$ cat config.mk
export PLATFORM = sky130hd
export DESIGN_NAME = coco_timer_flat
export DESIGN_NICKNAME = d
export VERILOG_FILES = /design/src/rtl/coco_timer_if.sv /design/src/rtl/coco_timer.sv /design/src/flat_wrapper.sv
export SDC_FILE = /design/constraint.sdc
export NUM_CORES = 1
export LEC_CHECK = 0
export CORE_ASPECT_RATIO = 0.6
export CORE_MARGIN = 2
export CORE_UTILIZATION = 58
export DETAILED_ROUTE_END_ITERATION = 10
export HOLD_SLACK_MARGIN = 0.05
export PLACE_DENSITY = 0.89
export SLEW_MARGIN = 15
export SYNTH_ARGS = -nofsm -noshare
export SYNTH_HDL_FRONTEND = slang
export SYNTH_SLANG_ARGS = --single-unit
$ cat constraint.sdc
create_clock -name Clk -period 8.5 [get_ports Clk]
set_input_delay 2.55 -clock Clk [delete_from_list [all_inputs] [get_ports Clk]]
set_output_delay 2.55 -clock Clk [all_outputs]
set_load 0.03 [all_outputs]
$ cat src/rtl/coco_timer_if.sv
// rtl/coco_timer_if.sv - register bus and interrupt bundle for coco_timer
interface coco_timer_if;
  logic [1:0]  Addr;
  logic        We;
  logic [31:0] DIn;
  logic [31:0] DOut;
  logic        IRQ;

  modport master (output Addr, We, DIn, input DOut, IRQ);
  modport slave  (input Addr, We, DIn, output DOut, IRQ);
endinterface

$ cat src/rtl/coco_timer.sv
// rtl/coco_timer.sv - 32-bit programmable down-counter timer with one-shot and auto-reload modes
module coco_timer #(
  parameter logic [31:0] PRESET_RST = 32'd0
) (
  input logic        Clk,
  input logic        Reset,
  coco_timer_if.slave bus
);

  typedef enum logic [1:0] {ST_IDLE, ST_LOAD, ST_CNT, ST_INT} state_t;

  state_t      state;
  logic [3:0]  ctrl;
  logic [31:0] preset;
  logic [31:0] count;
  logic        pending;

  logic enable, auto_mode, ctrl_wr, preset_wr, expire, auto_exit;

  always_comb begin
    enable    = ctrl[0];
    auto_mode = (ctrl[2:1] == 2'b01);
    ctrl_wr   = bus.We && (bus.Addr == 2'd0);
    preset_wr = bus.We && (bus.Addr == 2'd1);
    expire    = (state == ST_CNT) && enable && (count == 32'd0);
    auto_exit = (state == ST_INT) && auto_mode;
  end

  always_ff @(posedge Clk or posedge Reset) begin
    if (Reset) begin
      state   <= ST_IDLE;
      ctrl    <= 4'd0;
      preset  <= PRESET_RST;
      count   <= 32'd0;
      pending <= 1'b0;
    end else begin
      // Software writes to CTRL override the FSM's one-shot clear of Enable.
      if (ctrl_wr)
        ctrl <= bus.DIn[3:0];
      else if (expire && !auto_mode)
        ctrl[0] <= 1'b0;

      if (preset_wr)
        preset <= bus.DIn;

      // Expiry sets pending even when it collides with an acknowledging write.
      if (expire)
        pending <= 1'b1;
      else if (auto_exit || ctrl_wr || preset_wr)
        pending <= 1'b0;

      case (state)
        ST_IDLE: if (enable) state <= ST_LOAD;
        ST_LOAD: begin
          count <= preset;
          state <= ST_CNT;
        end
        ST_CNT: begin
          if (!enable)
            state <= ST_IDLE;
          else if (count != 32'd0)
            count <= count - 32'd1;
          else
            state <= ST_INT;
        end
        ST_INT: state <= (auto_mode && enable) ? ST_LOAD : ST_IDLE;
      endcase
    end
  end

  always_comb begin
    case (bus.Addr)
      2'd0:    bus.DOut = {28'd0, ctrl};
      2'd1:    bus.DOut = preset;
      2'd2:    bus.DOut = count;
      default: bus.DOut = 32'd0;
    endcase
  end

  assign bus.IRQ = ctrl[3] & pending;

endmodule

$ cat src/flat_wrapper.sv
// flat-port wrapper written by rule: the top's interface ports become plain ports
module coco_timer_flat 
#(
  parameter logic [31:0] PRESET_RST = 32'd0
)
  (Clk, Reset, bus_Addr, bus_We, bus_DIn, bus_DOut, bus_IRQ);
  coco_timer_if bus_i ();
  input logic Clk;
  input logic Reset;
  input wire logic [$bits(bus_i.Addr)-1:0] bus_Addr;
  input wire logic [$bits(bus_i.We)-1:0] bus_We;
  input wire logic [$bits(bus_i.DIn)-1:0] bus_DIn;
  output wire logic [$bits(bus_i.DOut)-1:0] bus_DOut;
  output wire logic [$bits(bus_i.IRQ)-1:0] bus_IRQ;
  assign bus_i.Addr = bus_Addr;
  assign bus_i.We = bus_We;
  assign bus_i.DIn = bus_DIn;
  assign bus_DOut = bus_i.DOut;
  assign bus_IRQ = bus_i.IRQ;
  coco_timer #(.PRESET_RST(PRESET_RST)) u_core (.Clk(Clk), .Reset(Reset), .bus(bus_i));
endmodule
# After elaboration in Yosys (flattened, before gate mapping)
# Cells that the tools add are included.
# word_totals
ff_bits	71
input_bits	37
output_inout_bits	33
wordCells	50
# classes
addsub	1
eq_ne	10
muxes	13
bitwise_logic	1
n_reduce_logical	19
# op_table
cell	count
$pmux W32 S3	1
$mux W32	2
$pmux W32 S2	1
$logic_not A32 Y1	1
$reduce_bool A32 Y1	1
$sub A32 B1 Y32 const B	1
$pmux W2 S4	1
$logic_and A1 B1 Y1	7
$eq A2 B1 Y1 const B	3
$eq A2 B2 Y1 const B	3
$mux W2	3
$reduce_bool A2 Y1	3
$mux W1	5
$logic_not A2 Y1	2
$ne A2 B1 Y1 const B	2
$ne A3 B3 Y1 const B	1
$reduce_and A3 Y1	1
$logic_or A1 B1 Y1	2
$ne A2 B2 Y1 const B	1
$reduce_and A2 Y1	1
$and A1 B1 Y1	1
$logic_not A1 Y1	1

# Depth between registers and ports, before layout
# depth
ltp_word	6
ltp_mapped	9
depth_no_buf	7

# Worst setup path after synthesis
# OpenSTA, ideal clock, no wires.
# synth_timing
kind	input -> output
start	input port bus_Addr[1]
end	output port bus_DOut[10]
t_arrival_ps	3876
required_time_ps	5950
setup_slack_ps	2074
cell_stages	5
n_path_buf	3
path_cell_list	clkbuf_1 > nor2b_1 > clkbuf_1 > clkbuf_1 > a22o_1
# synth_between
elab_chain_len	2
word_cells_on_any_way	4
classes_between	2 x eq/ne; 1 x mux; 1 x reduce/logical
# synth_lines
item	line_no	rtl
start, declared	flat_wrapper.sv:10	input wire logic [$bits(bus_i.Addr)-1:0] bus_Addr;
$eq A2 B2 Y1, or another cell as far along	coco_timer.sv:72	case (bus.Addr)
$pmux W32 S3 *	coco_timer.sv:72	
end, declared	flat_wrapper.sv:13	output wire logic [$bits(bus_i.DOut)-1:0] bus_DOut;
# Every way passes the cells marked *; elsewhere a longest branch is shown, timed or not.

# Final worst setup path
# layout_timing
start	input port bus_Addr[1]
end	output port bus_DOut[20]
# Same word-level chain as after synthesis.

==> impl_metrics.env <==
export IMPL_grt_pass1_wl_microns=18800
export IMPL_grt_pass1_vias=3765
export IMPL_period_minus_slack_ns=7.56
export IMPL_skew_ns=0.00642
export IMPL_dpl_cell_area_sq_um=4890
export IMPL_arrival_ns=5.01
export IMPL_drt_total_wl_microns=11200
export IMPL_die_h_microns=69.9
export IMPL_post_cts_buffers=0
export IMPL_cp_common_cell="clkdlybuf4s50_1"
export IMPL_regArea_sq_um=1780
export IMPL_drive_above_1_share=0.148
export IMPL_num_vias=3829
export IMPL_clk_pin_slew_ns=0.06
export IMPL_synth_distinct_cells=56
export IMPL_setup_ws_ns=0.937
export IMPL_synth_edf_count=0
export IMPL_syn_area_sq_um=4200
export IMPL_grt_max_degree=72
export IMPL_place_congestion=0.923
export IMPL_slowest_stage="clkdlybuf4s50_1"
export IMPL_layout_common_cells="dfrtp_1, clkdlybuf4s50_1, mux2_2, nor2_1, a22o_1"
export IMPL_synth_compound_area_share=0.198
export IMPL_detail_route_first_pass_iterations=5
export IMPL_clkLatencyLatePin_ns=0.34
export IMPL_hold_class="register to register"
export IMPL_drv_slew=0
export IMPL_final_common_cell="dfrtp_1"
export IMPL_p_total_w=0.00178
export IMPL_vdd_ir_drop_max_mv=0.205
export IMPL_slowest_delay_ns=0.69
export IMPL_drt_iter0_markers=284
export IMPL_synthArstFlopShare=1.00
export IMPL_fin_crit_sh=0.890
export IMPL_pre_cts_ws_ns=0.992
export IMPL_outcome="completed"
export IMPL_synth_nets=461
export IMPL_cap_violations=0
export IMPL_n_fill_cell=492
export IMPL_timing_setup_tns_ns=0
export IMPL_antenna_left=0
export IMPL_cts_tree="built"
export IMPL_powerDensity_nw_per_um2=342
export IMPL_dieWidth_microns=114
export IMPL_required_ns=5.95
export IMPL_cts_hold_buf=0
export IMPL_start_kind="input pin"
export IMPL_ios=70
export IMPL_final_cells=567
export IMPL_start_util=0.613
export IMPL_dieArea_sq_um=7950
export IMPL_design_area_sq_um=5200
export IMPL_path_class="input pin to output port"
export IMPL_dp_hpwl_microns=7370
export IMPL_synth_cells=419
export IMPL_wl_per_cell_microns=19.7
export IMPL_finalSetupViolCount=0
export IMPL_nets=517
export IMPL_vias_per_cell=6.75
export IMPL_drc_errors=0
export IMPL_antenna_cells=0
export IMPL_placed_cells=551
export IMPL_end_kind="output port"
export IMPL_core_sq_um=6850
export IMPL_synth_top_family_by_area="simple AND/OR/NAND/NOR gates"
export IMPL_antenna_found_initial=0
export IMPL_relSlewSlack=0.334
export IMPL_fmax_ghz=0.132
export IMPL_multi_input_area_sq_um=2250
export IMPL_yosys_area_share_simple=0.201
export IMPL_synth_warnings=0
export IMPL_synthAdderAreaFrac=0.0149
export IMPL_gr_total_overflow=0
export IMPL_rows=23
export IMPL_cp_cell_sequence="clkdlybuf4s50_1 -> nor2b_2 -> buf_4 -> a22o_1 -> clkdlybuf4s50_1"
export IMPL_rsz0062_at_grt="false"
export IMPL_grt_use_total=0.302
export IMPL_leakagePower_nw=2.01
export IMPL_ys_seq_area_frac=0.424
export IMPL_synth_mux_area_frac=0.120
export IMPL_cts_resized=0
export IMPL_htreeDepth=3
export IMPL_worst_path_max_fanout=18
export IMPL_clock_sinks=71
export IMPL_clk_path_buf_depth=2
export IMPL_syn_to_final_growth_pct=24.0
export IMPL_worst_slew_pin_slew_ns=0.994
export IMPL_avgSynthCellArea_sq_um=10.0
export IMPL_ys_seq_elements=71
export IMPL_cts_buffers=9
export IMPL_synth_top_flop_cell="dfrtp_1"
export IMPL_synth_xor_area_frac=0
export IMPL_cts_root_buf="clkbuf_16"
export IMPL_port_buffers=69
export IMPL_hold_viol_final=0
==> logic make-up (layout without fill, tap and decap cells) <==
group	count (synthesis)	count (layout)
adders and majority gates	5	5
muxes	46	46
AOI/OAI and AO/OA	113	113
buffers and inverters	37	98
DFF	71	71
and+or+nand+nor	147	147
==> path summary, 6_finish.rpt <==
| path | start | endpoint | slack (ns) | depth (start not counted) |
|---|---|---|---|---|
| worst max register to register | u_core.state[0] | u_core.count[15] | 5.56 | 6 |
| worst max-delay path | bus_Addr[1] | bus_DOut[20] | 0.94 | 5 |
| max in group asynchronous | Reset | u_core.preset[8] | 5.12 | 3 |
| worst min-delay path | u_core.preset[12] | u_core.preset[12] | 0.54 | 1 |
| worst min register to register | u_core.preset[12] | u_core.preset[12] | 0.54 | 1 |
| min in group asynchronous | Reset | u_core.preset[27] | 2.80 | 3 |
==> power breakdown <==
part           total [W]  internal (W)  leakage [nW]  switching [W]
registers       0.000648      0.000461         0.833       0.000187
clock network   0.000389      0.000250         0.156       0.000139
logic           0.000744      0.000316          1.02       0.000428
total            0.00178       0.00103          2.01       0.000754
==> worst max-delay path: cells and delay by family <==
| family | cells | cell delay (ns) |
|---|---|---|
| AOI/OAI and AO/OA | 1 | 0.19 |
| and+or+nand+nor | 1 | 0.55 |
| buffers and inverters | 3 | 1.71 |
==> synthesized netlist by cell type (8+ instances only) <==
cell      number  area, sq um
nand2_1       25         93.8
dfrtp_1       71         1780
nand3_1        9         45.0
a311oi_1      11         96.3
clkbuf_1      19         71.3
inv_1          8         30.0
o22ai_1       11         68.8
a22o_1        27          236
o21ai_0       18         90.1
or3_1         11         68.8
a211oi_1      12         90.1
mux2i_1       12          120
mux2_2        34          383
nor2_1        32          120
nor3_1        13         65.1
==> routing by layer <==
layer / wire, microns / vias to the layer above / GRT usage / part of all wire
met5: 0 / - / 0 / 0
met2: 4940 / 216 / 0.457 / 0.44
met1: 5010 / 1875 / 0.425 / 0.45
met4: 180 / 0 / 0.0976 / 0.016
li1: - / 1719 / - / -
met3: 1030 / 19 / 0.0807 / 0.092
==> registers in the layout (all words and copies together) (netlist names) <==
name and flops:
u_core.preset 32, u_core.ctrl 4, u_core.pending 1, u_core.count 32, u_core.state 2
==> stage by stage <==
step           utilization  hold slack (ns)
2_1_floorplan            -            0.489
3_3_place_gp         0.714            0.520
3_5_place_dp         0.714            0.527
4_1_cts              0.760            0.541
5_1_grt              0.760            0.552
6_report             0.760            0.541
==> cell type report <==
cell class                 count  area share
sequential                    71       0.341
clock buffer                  13      0.0519
tap                           87      0.0209
clock inverter                 3     0.00769
timing repair buffer          74       0.140
multi-input combinational    311       0.432
inverter                       8     0.00577
Power figures use the tool's default switching activity.
